`src/rtl/uart_rx_packet_pkg.sv`:
```
`default_nettype none
// +--------------------------------------------------------------------------+
// | Module   : uart_rx_packet_pkg                                            |
// | Desc     : Shared constants, state encodings and checksum helper for     |
// |            the UART position-packet receiver (UART_RX_CHECKSUM_EN).      |
// | Revision : 1.0  initial release                                          |
// +--------------------------------------------------------------------------+
package uart_rx_packet_pkg;

    localparam logic [7:0] c_header_default = 8'hA5;

`ifdef UART_RX_CHECKSUM_EN
    localparam int c_pkt_len = 6;
`else
    localparam int c_pkt_len = 5;
`endif

    typedef enum logic [2:0] {
        BYTE_IDLE    = 3'd0,
        BYTE_START   = 3'd1,
        BYTE_DATA    = 3'd2,
        BYTE_STOP    = 3'd3,
        BYTE_CLEANUP = 3'd4
    } byte_state_t;

    typedef enum logic [2:0] {
        P_HDR = 3'd0,
        P_XH  = 3'd1,
        P_XL  = 3'd2,
        P_YH  = 3'd3,
        P_YL  = 3'd4,
        P_CK  = 3'd5
    } pkt_state_t;

    function automatic logic [7:0] payload_checksum(input logic [7:0] a, input logic [7:0] b,
                                                    input logic [7:0] c, input logic [7:0] d);
        return a ^ b ^ c ^ d;
    endfunction

endpackage
`default_nettype wire

```
`src/rtl/uart_rx_packet_byte.sv`:
```
`default_nettype none
// +--------------------------------------------------------------------------+
// | Module   : uart_rx_byte                                                  |
// | Desc     : 2-FF line synchroniser and 8N1 byte deserialiser.             |
// | Revision : 1.0  initial release                                          |
// +--------------------------------------------------------------------------+
module uart_rx_byte
    import uart_rx_packet_pkg::*;
#(
    parameter int CLKS_PER_BIT = 87
) (
    input  logic       clk,
    input  logic       rst,
    input  logic       i_Rx_Serial,
    output logic       o_Rx_DV,
    output logic [7:0] o_Rx_Byte,
    output logic       o_frame_err
);

    localparam int                  c_cnt_w = $clog2(CLKS_PER_BIT);
    localparam logic [c_cnt_w-1:0] c_half  = c_cnt_w'((CLKS_PER_BIT - 1) / 2);
    localparam logic [c_cnt_w-1:0] c_last  = c_cnt_w'(CLKS_PER_BIT - 1);

    logic               r_sync1;
    logic               r_sync2;
    byte_state_t        r_state;
    logic [c_cnt_w-1:0] r_cnt;
    logic [2:0]         r_bit_idx;
    logic [7:0]         r_shift;

    always_ff @(posedge clk) begin
        if (rst) begin
            r_sync1     <= 1'b1;
            r_sync2     <= 1'b1;
            r_state     <= BYTE_IDLE;
            r_cnt       <= '0;
            r_bit_idx   <= '0;
            r_shift     <= '0;
            o_Rx_DV     <= 1'b0;
            o_Rx_Byte   <= '0;
            o_frame_err <= 1'b0;
        end else begin
            r_sync1     <= i_Rx_Serial;
            r_sync2     <= r_sync1;
            o_Rx_DV     <= 1'b0;
            o_frame_err <= 1'b0;
            case (r_state)
                BYTE_IDLE: begin
                    r_cnt     <= '0;
                    r_bit_idx <= '0;
                    if (!r_sync2) r_state <= BYTE_START;
                end
                BYTE_START: begin
                    // Re-check the line at mid start bit so short glitches are dropped
                    if (r_cnt == c_half) begin
                        r_cnt   <= '0;
                        r_state <= r_sync2 ? BYTE_IDLE : BYTE_DATA;
                    end else begin
                        r_cnt <= r_cnt + c_cnt_w'(1);
                    end
                end
                BYTE_DATA: begin
                    if (r_cnt == c_last) begin
                        r_cnt              <= '0;
                        r_shift[r_bit_idx] <= r_sync2;
                        if (r_bit_idx == 3'd7) r_state <= BYTE_STOP;
                        else                   r_bit_idx <= r_bit_idx + 3'd1;
                    end else begin
                        r_cnt <= r_cnt + c_cnt_w'(1);
                    end
                end
                BYTE_STOP: begin
                    if (r_cnt == c_last) begin
                        r_cnt   <= '0;
                        r_state <= BYTE_CLEANUP;
                        if (r_sync2) begin
                            o_Rx_DV   <= 1'b1;
                            o_Rx_Byte <= r_shift;
                        end else begin
                            o_frame_err <= 1'b1;
                        end
                    end else begin
                        r_cnt <= r_cnt + c_cnt_w'(1);
                    end
                end
                BYTE_CLEANUP: r_state <= BYTE_IDLE;
                default:      r_state <= BYTE_IDLE;
            endcase
        end
    end

endmodule
`default_nettype wire

```
`src/rtl/uart_rx_packet.sv`:
```
`default_nettype none
// +--------------------------------------------------------------------------+
// | Module   : uart_rx_packet                                                |
// | Desc     : UART position-packet receiver (A5 XH XL YH YL [CK]);          |
// |            UART_RX_CHECKSUM_EN adds the trailing XOR checksum byte.      |
// | Revision : 1.0  initial release                                          |
// +--------------------------------------------------------------------------+
module uart_rx_packet
    import uart_rx_packet_pkg::*;
#(
    parameter int         CLKS_PER_BIT = 87,
    parameter logic [7:0] HEADER       = c_header_default,
    parameter int         TIMEOUT_CLKS = 20000
) (
    input  logic        clk,
    input  logic        rst,
    input  logic        i_Rx_Serial,
    output logic        o_Rx_DV,
    output logic [7:0]  o_Rx_Byte,
    output logic        o_frame_err,
    output logic        o_pkt_valid,
    output logic        o_pkt_err,
    output logic [15:0] o_data_x,
    output logic [15:0] o_data_y
);

    localparam int                 c_to_w     = $clog2(TIMEOUT_CLKS + 1);
    localparam logic [c_to_w-1:0] c_to_limit = c_to_w'(TIMEOUT_CLKS);

    logic       w_dv;
    logic [7:0] w_byte;
    logic       w_fe;

    pkt_state_t         r_state;
    logic [c_to_w-1:0]  r_to_cnt;
    logic [7:0]         r_xh;
    logic [7:0]         r_xl;
    logic [7:0]         r_yh;
`ifdef UART_RX_CHECKSUM_EN
    logic [7:0]         r_yl;
`endif

    uart_rx_byte #(
        .CLKS_PER_BIT (CLKS_PER_BIT)
    ) u_byte (
        .clk         (clk),
        .rst         (rst),
        .i_Rx_Serial (i_Rx_Serial),
        .o_Rx_DV     (w_dv),
        .o_Rx_Byte   (w_byte),
        .o_frame_err (w_fe)
    );

    assign o_Rx_DV     = w_dv;
    assign o_Rx_Byte   = w_byte;
    assign o_frame_err = w_fe;

    always_ff @(posedge clk) begin
        if (rst) begin
            r_state     <= P_HDR;
            r_to_cnt    <= '0;
            r_xh        <= '0;
            r_xl        <= '0;
            r_yh        <= '0;
`ifdef UART_RX_CHECKSUM_EN
            r_yl        <= '0;
`endif
            o_pkt_valid <= 1'b0;
            o_pkt_err   <= 1'b0;
            o_data_x    <= '0;
            o_data_y    <= '0;
        end else begin
            o_pkt_valid <= 1'b0;
            o_pkt_err   <= 1'b0;

            // Idle timer only matters once a header has been accepted
            if (r_state == P_HDR || w_dv) r_to_cnt <= '0;
            else                          r_to_cnt <= r_to_cnt + c_to_w'(1);

            if (r_state != P_HDR && w_fe) begin
                r_state   <= P_HDR;
                o_pkt_err <= 1'b1;
            end else if (w_dv) begin
                case (r_state)
                    P_HDR: if (w_byte == HEADER) r_state <= P_XH;
                    P_XH: begin
                        r_xh    <= w_byte;
                        r_state <= P_XL;
                    end
                    P_XL: begin
                        r_xl    <= w_byte;
                        r_state <= P_YH;
                    end
                    P_YH: begin
                        r_yh    <= w_byte;
                        r_state <= P_YL;
                    end
`ifdef UART_RX_CHECKSUM_EN
                    P_YL: begin
                        r_yl    <= w_byte;
                        r_state <= P_CK;
                    end
                    P_CK: begin
                        r_state <= P_HDR;
                        if (w_byte == payload_checksum(r_xh, r_xl, r_yh, r_yl)) begin
                            o_data_x    <= {r_xh, r_xl};
                            o_data_y    <= {r_yh, r_yl};
                            o_pkt_valid <= 1'b1;
                        end else begin
                            o_pkt_err <= 1'b1;
                        end
                    end
`else
                    P_YL: begin
                        r_state     <= P_HDR;
                        o_data_x    <= {r_xh, r_xl};
                        o_data_y    <= {r_yh, w_byte};
                        o_pkt_valid <= 1'b1;
                    end
`endif
                    default: r_state <= P_HDR;
                endcase
            end else if (r_state != P_HDR && r_to_cnt == c_to_limit) begin
                r_state   <= P_HDR;
                r_to_cnt  <= '0;
                o_pkt_err <= 1'b1;
            end
        end
    end

endmodule
`default_nettype wire

```
`config.mk`:
```
export PLATFORM = sky130hd
export DESIGN_NAME = uart_rx_packet
export DESIGN_NICKNAME = d
export VERILOG_FILES = /design/src/rtl/uart_rx_packet_pkg.sv /design/src/rtl/uart_rx_packet_byte.sv /design/src/rtl/uart_rx_packet.sv
export SDC_FILE = /design/constraint.sdc
export NUM_CORES = 1
export LEC_CHECK = 0
export BUFFER_PORTS_ARGS = -buffer_cell sky130_fd_sc_hd__buf_2
export CORE_ASPECT_RATIO = 1.2
export CORE_MARGIN = 2
export CORE_UTILIZATION = 25
export CTS_CLUSTER_DIAMETER = 60
export DETAILED_ROUTE_END_ITERATION = 12
export HOLD_SLACK_MARGIN = 0.05
export SLEW_MARGIN = 20
export SYNTH_ARGS = -nofsm -noshare
export SYNTH_HDL_FRONTEND = slang
export SYNTH_SLANG_ARGS = --single-unit
```
`constraint.sdc`:
```
create_clock -name clk -period 2.86 [get_ports clk]
set_clock_uncertainty 0.2 [all_clocks]
set_input_delay 0.858 -clock clk [delete_from_list [all_inputs] [get_ports clk]]
set_output_delay 0.858 -clock clk [all_outputs]
set_load 0.01 [all_outputs]
```
Yosys cells after proc, flatten, opt, wreduce, memory -nomap -nowiden
Cells that the tools add are included.
{"block": "word_totals", "register_bits": 109, "input_bits": 3, "out_inout_bits": 44, "word_cells": 99}
{"block": "classes", "add_sub_neg": 3, "magnitude_cmp": 2, "eq_ne": 19, "n_mux": 30, "bitwise": 4, "n_reduce_logical": 23}
{"op": "two-way mux 15 bit", "n": 4}
{"op": "two-way mux 3 bit", "n": 10}
{"op": "one-hot mux 3 bit (4 select lines)", "n": 2}
{"op": "one-hot mux 7 bit (3 select lines)", "n": 1}
{"op": "AND reduction 3 bit", "n": 6}
{"op": "adder 15 x 1 -> 15 bit, second input constant", "n": 1}
{"op": "equality test 15 bit, second input constant", "n": 1}
{"op": "two-way mux 7 bit", "n": 2}
{"op": "equality test 3 x 2 -> 1 bit, second input constant", "n": 4}
{"op": "bitwise mux 8 bit", "n": 1}
{"op": "equality test 8 bit, second input constant", "n": 1}
{"op": "!= test 2 x 1 -> 1 bit, second input constant", "n": 4}
{"op": "adder 7 x 1 -> 7 bit, second input constant", "n": 1}
{"op": "equality test 7 x 6 -> 1 bit, second input constant", "n": 1}
{"op": "equality test 7 bit, second input constant", "n": 1}
{"op": "two-way mux 1 bit", "n": 7}
{"op": "equality test 3 x 1 -> 1 bit, second input constant", "n": 2}
{"op": "equality test 3 bit, second input constant", "n": 2}
{"op": "logical NOT 3 bit", "n": 2}
{"op": "one-hot mux 3 bit (2 select lines)", "n": 1}
{"op": "nonzero test 3 bit", "n": 2}
{"op": "OR reduction 3 bit", "n": 2}
{"op": "AND reduction 5 bit", "n": 1}
{"op": "< comparator 3 x 4 -> 1 bit, second input constant", "n": 1}
{"op": "other kinds (12)", "n": 21}

Logic depth before layout (Yosys ltp)
Gate-level depths: netlist of run 1.
{"block": "logic_depth", "word_depth": 6, "depth_mapped": 7, "mapped_depth_nobuf": 6}

Cells and area by module
From an unflattened synthesis of run 1, not the netlist that was laid out.
{"block": "unflattened", "hier_cells": 501, "hier_area_um2": 4470.5}
{"mod": "uart_rx_packet", "n_inst": 1, "cells_each": 334, "area_per_inst_um2": 2970.3, "seq_area_each_um2": 1521.5}
{"mod": "uart_rx_byte", "n_inst": 1, "cells_each": 167, "area_per_inst_um2": 1500.2, "seq_area_each_um2": 660.6}

Worst setup path before layout of run 1
Ideal clock, no wire load.
{"block": "synth_path", "kind": "register -> register", "from": "register r_to_cnt[0]", "to": "register r_to_cnt[12]", "setup_ps": 115, "t_arrival_ps": 1956, "t_required_ps": 2545, "setup_slack_ps": 589, "path_stages_with_launch": 8, "n_path_buf": 1, "synth_period_minus_slack_ps": 2271, "cell_sequence": "dfxtp_1 -> inv_1 -> ha_1 -> or4bb_1 -> or4_4 -> o2111ai_4 -> buf_6 -> nor2_1"}
{"block": "synth_via", "elab_chain_len": 5, "elab_cells_between_ends": 7, "classes_between": "add/sub (1); eq/ne (1); mux (4); reduce/logical (1)"}
{"item": "start: declaration", "line_no": "uart_rx_packet.sv:35", "source": "logic [c_to_w-1:0] r_to_cnt;"}
{"item": "start signal: assignment", "line_no": "uart_rx_packet.sv:78", "source": "else r_to_cnt <= r_to_cnt + c_to_w'(1);"}
{"item": "adder 15 x 1 -> 15 bit or equality test 15 bit (tied branches)", "line_no": "uart_rx_packet.sv:78, uart_rx_packet.sv:123"}
{"item": "two-way mux 15 bit or logical AND 1 bit (tied branches)", "line_no": "uart_rx_packet.sv:77, uart_rx_packet.sv:123"}
{"item": "two-way mux 15 bit", "line_no": "uart_rx_packet.sv:123", "source": "end else if (r_state != P_HDR && r_to_cnt == c_to_limit) begin"}
{"item": "two-way mux 15 bit", "line_no": "uart_rx_packet.sv:83", "source": "end else if (w_dv) begin"}
{"item": "two-way mux 15 bit (*)", "line_no": "uart_rx_packet.sv:80", "source": "if (r_state != P_HDR && w_fe) begin"}
Mark *: on every way between the ends. The rest lies on a longest branch, timed or not.
A chain may end at the register's enable or synchronous reset.

Worst setup path after layout of run 1
{"block": "layout_path", "from": "register r_to_cnt[0]", "to": "register r_to_cnt[10]"}
Same word-level chain as after synthesis.

==> results by group, run 1 <==
Die
  • # IOs: 47
  • Die outline width: 124 um
  • Die area: 18500 um2
  • Die Y-Extent: 149 um
  • Initial core utilization: 0.256
  • Num rows: 52
  • Core Footprint: 17000 um2

Hold path
  • Hold Path Depth: 1
  • WHS Endpoint: u_byte.r_sync2
  • Hold_sp: u_byte.r_sync1
  • Hold WC Path Type: reg2reg

Drt
  • Avg WL per Cell: 12.5 um
  • Post-Route WL: 9.35 mm
  • Drt initial violations: 209
  • Pre-antenna DRT Iters: 4
  • DRC: 0
  • Vias: 3347
  • Post-DRT Antenna Nets: 0
  • Detailed-route vias per instance: 4.46

Synthesis
  • Syn nets: 495
  • Commonest cells in the netlist: dfxtp_1 (109), nand2_1 (91), nor2_1 (59), a21oi_1 (42), mux2i_1 (32)
  • XOR/XNOR Fraction of Synth Area: 0.0383
  • Top-count cell post-synth: dfxtp_1
  • Seq cells post-synth: 109
  • Area share of the largest cell type after synthesis: 0.502
  • Leading post-synthesis cells by cell area: dfxtp_1 (50%), nand2_1 (7.9%), mux2i_1 (7.4%)
  • FFs w/ async S/R, synth: 0
  • Main combinational cell family by area after synthesis: simple AND/OR/NAND/NOR gates
  • Mux cell area share after synthesis: 0.0762
  • Mapped Avg Cell Area: 8.95 um2
  • Syn Inst Count: 486
  • Post-Synthesis Cell Area: 4350 um2
  • Adder-cell share of the synthesized area: 0.0173
  • Compound-gate portion of the synthesized area: 0.0840
  • Count of cell types in the netlist: 53
  • Ys flop type: dfxtp_1
  • Number of flops mapped to enable cells by yosys: 0
  • Synth Warn #: 0
  • Sequential cell area fraction in the yosys report: 0.502
  • Area leader, netlist: dfxtp_1
  • Synth Area in Simple Gates: 0.244

STA
  • # setup viols final: 0
  • Final worst slack: 0.415 ns
  • Worst-Margin Slew: 0.684 ns
  • Fmax: 409 MHz
  • Setup TNS: 0 ns
  • Hold_ws: 0.209 ns
  • Slew headroom: 0.541
  • Final hold violations: 0
  • Max-slew violations: 0
  • Final Critical Period: 2.44 ns
  • Final Cycle Share: 0.855
  • RSZ-0062 raised after global routing: no

Placed design
  • IO Port Bufs: 46
  • Placed cell areas: 4820 um2
  • Final GP Congestion: 0.754
  • Worst slack after detailed placement: 0.418 ns
  • DPL Wire Length: 6.29 mm

Global route
  • Largest net degree at the start of global routing: 68
  • Gr ovfl total: 0
  • Total Routing Usage GR: 0.101
  • Initial antenna violation count: 0
  • Vias in the first global route: 3062
  • First-pass GRT wire length: 15.4 mm

Worst setup path
  • Worst-path maximum fanout: 15
  • CP endpoint kind: flop
  • Setup CP Type: reg2reg
  • CP Launch Type: flop
  • WP data required: 2.87 ns
  • Critical R2R Launch: r_to_cnt[0]
  • Reg2reg end: r_to_cnt[10]
  • Worst path arrival time: 2.45 ns
  • Flop2flop setup slack: 0.42 ns
  • R2R depth: 6
  • Crit path largest cell delay: 0.58 ns
  • Critical-path top delay cell: or4_4
  • Delay-heaviest family, CP: simple AND/OR/NAND/NOR gates
  • Cell Chain, Critical Path: inv_1 > ha_1 > or4bb_1 > or4_4 > o2111ai_4 > nor2_1
  • Buf/Inv on CP: 1

CTS
  • CTS root buffer: clkbuf_16
  • Hold-fix buffers, CTS: 0
  • Clk sinks: 109
  • Post-CTS setup buffer count: 0
  • Post-CTS sizing: 0
  • Clk buf depth: 2
  • CTS tree: built
  • Clock buffer count from CTS: 9
  • Clk_lat worst skew: 0.34 ns
  • Worst-path clk slew: 0.07 ns
  • H-tree depth: 3

Cells and area
  • Layout Area Growth over Synthesis: 17.7%
  • Design area: 5120 um2
  • Fraction of layout instances using a drive strength above 1: 0.168
  • Nets: 539
  • Diodes inserted: 0

Power and ir drop
  • VDD IR max: 0.262 mV
  • Leakage: 1.92 nW
  • Int Pwr: 2.23 mW
  • Gate power share: 0.012
  • Sw Ratio: 0.202
  • PwrDens: 545 nW/um2
  • Sequential group share of total power: 0.545
  • Tot Pwr: 2.79 mW
  • Clock Power Share: 0.443
  • Sw power: 562 uW

Job
  • Max-cap violation count: 0

Run status
  • Status: complete, no violations
cells in the final DEF (no fill, tap or decap), types with 6 or more instances in the layout:
cell,synthesis,final
mux2i_1,32,32
inv_1,9,9
nor3_1,8,8
ha_1,6,6
nand3_1,20,20
nor2_1,59,58
clkbuf_16,0,9
a21oi_1,42,42
nand2_1,91,91
xnor2_1,14,14
buf_2,2,46
nor4_1,6,6
dfxtp_1,109,109
buf_4,0,14
routing by layer:
layer  wire, um  track usage
met1       4520        0.130
met2       4240        0.160
met3        421       0.0270
met4        174       0.0444
met5          0            0
how the worst max path moves through the flow:
stage | start | endpoint | cells after the start
after floorplan | r_to_cnt[0] | r_to_cnt[12] | 7
after global placement | r_to_cnt[0] | r_to_cnt[9] | 6
after detailed placement | r_to_cnt[0] | r_to_cnt[10] | 6
after CTS | r_to_cnt[0] | r_to_cnt[10] | 6
after global routing | r_to_cnt[0] | r_to_cnt[10] | 6
final | r_to_cnt[0] | r_to_cnt[10] | 6
logic make-up (layout without fill, tap and decap cells):
logic type / after synthesis / in the layout
AND/OR/NAND/NOR: 223 / 223
flip-flops: 109 / 109
AO/OA/AOI/OAI: 60 / 60
buffers and inverters: 36 / 85
multiplexers: 33 / 33
XOR/XNOR: 19 / 19
adder cells (fa/ha/maj): 6 / 6
final cells by class:
cell class / count / area, um2
repair buffers: 60 / 335
inverters: 9 / 33.8
clock inverters: 4 / 47.5
fillers: 1786 / 11900
well taps: 216 / 270
clock buffers: 12 / 246
flip-flops and latches: 109 / 2180
multi-input cells: 341 / 2000
through the flow:
stage	std cells	util
global placement	735	0.284
finish	751	0.301
global route	751	0.301
floorplan	486	-
CTS	751	0.301
detailed placement	735	0.284
worst reg2reg max path: stages, from the launching register on:
cell and delay [ns]:
dfxtp_1 0.34, inv_1 0.06, ha_1 0.13, or4bb_1 0.47
or4_4 0.58, o2111ai_4 0.42, nor2_1 0.11
sequential cells by signal, indices dropped and copies added, names as in the netlist, 3 cells and up:
register          flops
o_data_x             16
o_data_y             16
r_to_cnt             15
r_xh                  8
r_xl                  8
r_yh                  8
u_byte.o_Rx_Byte      8
u_byte.r_shift        8
u_byte.r_cnt          7
r_state               3
u_byte.r_bit_idx      3
u_byte.r_state        3
power groups by stage:
stage	Combinational, mW	Sequential, mW	Clock (mW)
2_1_floorplan	0.0266	1.56	0
3_3_place_gp	0.0345	1.56	0
3_5_place_dp	0.0344	1.56	0
4_1_cts	0.0340	1.52	1.27
5_1_grt	0.0370	1.52	1.33
6_report	0.0335	1.52	1.24
(Power assumes the default switching activity.)
==> inputs of run 2 (changes only) <==
--- a/config.mk
+++ b/config.mk
@@ -8,7 +8,7 @@
 export BUFFER_PORTS_ARGS = -buffer_cell sky130_fd_sc_hd__buf_2
 export CORE_ASPECT_RATIO = 1.2
 export CORE_MARGIN = 2
-export CORE_UTILIZATION = 25
+export CORE_UTILIZATION = 45
 export CTS_CLUSTER_DIAMETER = 60
 export DETAILED_ROUTE_END_ITERATION = 12
 export HOLD_SLACK_MARGIN = 0.05
==> run 2 against run 1 <==
Net effect:
- cell count is 13% lower
- total power down 1.5%
- routed wire length is 8.8% lower
- clock power down 4%
- final area is 2.9% lower
- critical path depth stayed put
- worst hold slack better by 0.0059 ns
- sequential power barely moved
- global-route usage increased by 7.1 points
- setup slack gained 0.014 ns
- clock-buffer cell count down 1
- non-clock buffer count fell by 3
- critical endpoint is now r_to_cnt[8]
- largest cell class unchanged
- highest routed layer unchanged
==> results by group, run 2 (same netlist as run 1, synthesis figures left out) <==
Worst setup path
  • CP Depth: 6 (unchanged)
  • WP data required: 2.88 ns (was 2.87 ns)
  • Worst path arrival time: 2.45 ns (about the same)
  • CP Launch Type: flop (unchanged)
  • Cell Chain, Critical Path: inv_1 > ha_1 > or4bb_1 > or4_4 > o2111ai_4 > nor2_1 (unchanged)
  • CP endpoint: r_to_cnt[8] (was r_to_cnt[10])
  • Critical R2R Launch: r_to_cnt[0] (unchanged)
  • Buf/Inv on CP: 1 (unchanged)
  • Setup CP Type: reg2reg (unchanged)
  • Critical-path top delay cell: or4_4 (unchanged)
  • Crit path largest cell delay: 0.58 ns (about the same)
  • Crit path from: r_to_cnt[0] (unchanged)
  • Delay-heaviest family, CP: simple AND/OR/NAND/NOR gates (unchanged)
  • R2R depth: 6 (unchanged)
  • Reg2reg end: r_to_cnt[8] (was r_to_cnt[10])
  • Worst-path maximum fanout: 15 (unchanged)
  • CP endpoint kind: flop (unchanged)
  • Flop2flop setup slack: 0.43 ns (was 0.42 ns)

Drt
  • Drt initial violations: 124 (was 209)
  • Wire length on met2: 3.90 mm (was 4.24 mm)
  • Avg WL per Cell: 13.0 um (was 12.5 um)
  • Wl on met1: 4.15 mm (was 4.52 mm)
  • Post-DRT Antenna Nets: 0 (unchanged)
  • Detailed-route vias per instance: 5.09 (was 4.46)
  • DRC: 0 (unchanged)
  • Post-Route WL: 8.53 mm (was 9.35 mm)
  • Pre-antenna DRT Iters: 4 (unchanged)
  • Highest Signal Layer: met4 (unchanged)
  • Met3 WL: 304 um (was 421 um)
  • Vias: 3326 (was 3347)

Die
  • Die Y-Extent: 112 um (was 149 um)
  • Initial core utilization: 0.460 (was 0.256)
  • Die area: 10500 um2 (was 18500 um2)
  • # IOs: 47 (unchanged)
  • Core Footprint: 9470 um2 (was 17000 um2)
  • Num rows: 39 (was 52)
  • Die outline width: 93.8 um (was 124 um)

STA
  • Max-slew violations: 0 (unchanged)
  • Fmax: 411 MHz (was 409 MHz)
  • Final Cycle Share: 0.850 (was 0.855)
  • Slew headroom: 0.513 (was 0.541)
  • Setup TNS: 0 ns (unchanged)
  • RSZ-0062 raised after global routing: no (unchanged)
  • Final Critical Period: 2.43 ns (was 2.44 ns)
  • # setup viols final: 0 (unchanged)
  • Worst-Margin Slew: 0.730 ns (was 0.684 ns)
  • Final hold violations: 0 (unchanged)

Hold path
  • Hold WC Path Type: reg2reg (unchanged)

Placed design
  • Final GP Congestion: 0.749 (was 0.754)
  • IO Port Bufs: 46 (unchanged)
  • Placed cells: 639 (was 735)
  • DPL Wire Length: 5.82 mm (was 6.29 mm)

Cells and area
  • Fraction of layout instances using a drive strength above 1: 0.162 (was 0.168)
  • Final core utilization: 0.525 (was 0.301)
  • Commonest cells after routing, fill and taps aside: dfxtp_1 (109), nand2_1 (91), nor2_1 (58), buf_2 (46), a21oi_1 (42) (unchanged)
  • Nets: 536 (was 539)
  • Largest registers: o_data_x: 16 flops, o_data_y: 16 flops, r_to_cnt: 15 flops (unchanged)
  • Most common cell after layout, fill and taps aside: dfxtp_1 (unchanged)
  • Diodes inserted: 0 (unchanged)
  • Layout Area Growth over Synthesis: 14.2% (was 17.7%)
  • Post-Layout Cell Count: 654 (was 751)

CTS
  • Clock buffer count from CTS: 9 (unchanged)
  • Clk buf depth: 2 (unchanged)
  • Post-CTS sizing: 0 (unchanged)
  • Clk_lat worst skew: 0.34 ns (about the same)
  • H-tree depth: 3 (unchanged)
  • Clk sinks: 109 (unchanged)
  • CTS root buffer: clkbuf_16 (unchanged)
  • Hold-fix buffers, CTS: 0 (unchanged)
  • Worst-path clk slew: 0.07 ns (about the same)
  • CTS tree: built (unchanged)
  • Post-CTS setup buffer count: 0 (unchanged)

Global route
  • Initial antenna violation count: 0 (unchanged)
  • Total Routing Usage GR: 0.172 (was 0.101)
  • Vias in the first global route: 3072 (was 3062)
  • Largest net degree at the start of global routing: 74 (was 68)
  • Gr ovfl total: 0 (unchanged)
  • First-pass GRT wire length: 14.6 mm (was 15.4 mm)

Run status
  • Status: complete, no violations (unchanged)

Power and ir drop
  • PwrDens: 553 nW/um2 (was 545 nW/um2)
  • VDD IR max: 0.305 mV (was 0.262 mV)
  • Leakage: 1.89 nW (was 1.92 nW)

Job
  • Max-cap violation count: 0 (unchanged)
==> run 2: cell count changes in the layout (fill, tap and decap cells not counted) <==
cell	delta
clkinv_2	-1
clkinvlp_4	+1
buf_4	-3
clkbuf_8	-1
==> run 2: metal layers <==
layer	up-vias	global-route usage
li1	1730	-
met1	1530	0.230
met2	56	0.271
met3	10	0.0257
met4	0	0.0841
met5	-	0
==> run 2: area by class of cell <==
type                            count  area, um2
Fill cell                         894       4500
Sequential cell                   109       2180
Multi-Input combinational cell    341       2000
Timing Repair Buffer               57        313
Clock buffer                       11        233
Tap cell                          123        154
Clock inverter                      4       50.0
Inverter                            9       33.8
==> run 2: worst min path at each step <==
stage / startpoint / end / slack (ns) / depth (start not counted)
floorplan: u_byte.r_sync1 / u_byte.r_sync2 / 0.19 / 1
global placement: u_byte.r_sync1 / u_byte.r_sync2 / 0.19 / 1
detailed placement: u_byte.r_sync1 / u_byte.r_sync2 / 0.20 / 1
CTS: u_byte.r_sync1 / u_byte.r_sync2 / 0.22 / 1
global route: u_byte.r_sync1 / u_byte.r_sync2 / 0.24 / 1
finish: u_byte.r_sync1 / u_byte.r_sync2 / 0.22 / 1
==> run 2: power by group <==
group | switching, mW | internal, mW | leakage [nW]
clock | 0.521 | 0.673 | 0.132
combinational | 0.0259 | 0.00741 | 0.884
sequential | 0.00201 | 1.52 | 0.878
==> run 2: through the flow <==
step	hold WS, ns	setup slack [ns]	total power [mW]	area [um2]
after floorplan	0.189	0.589	1.58	4350
after global placement	0.192	0.460	1.59	4690
after detailed placement	0.204	0.397	1.59	4690
after CTS	0.221	0.398	2.78	4970
after global routing	0.245	0.244	2.84	4970
final	0.215	0.429	2.75	4970
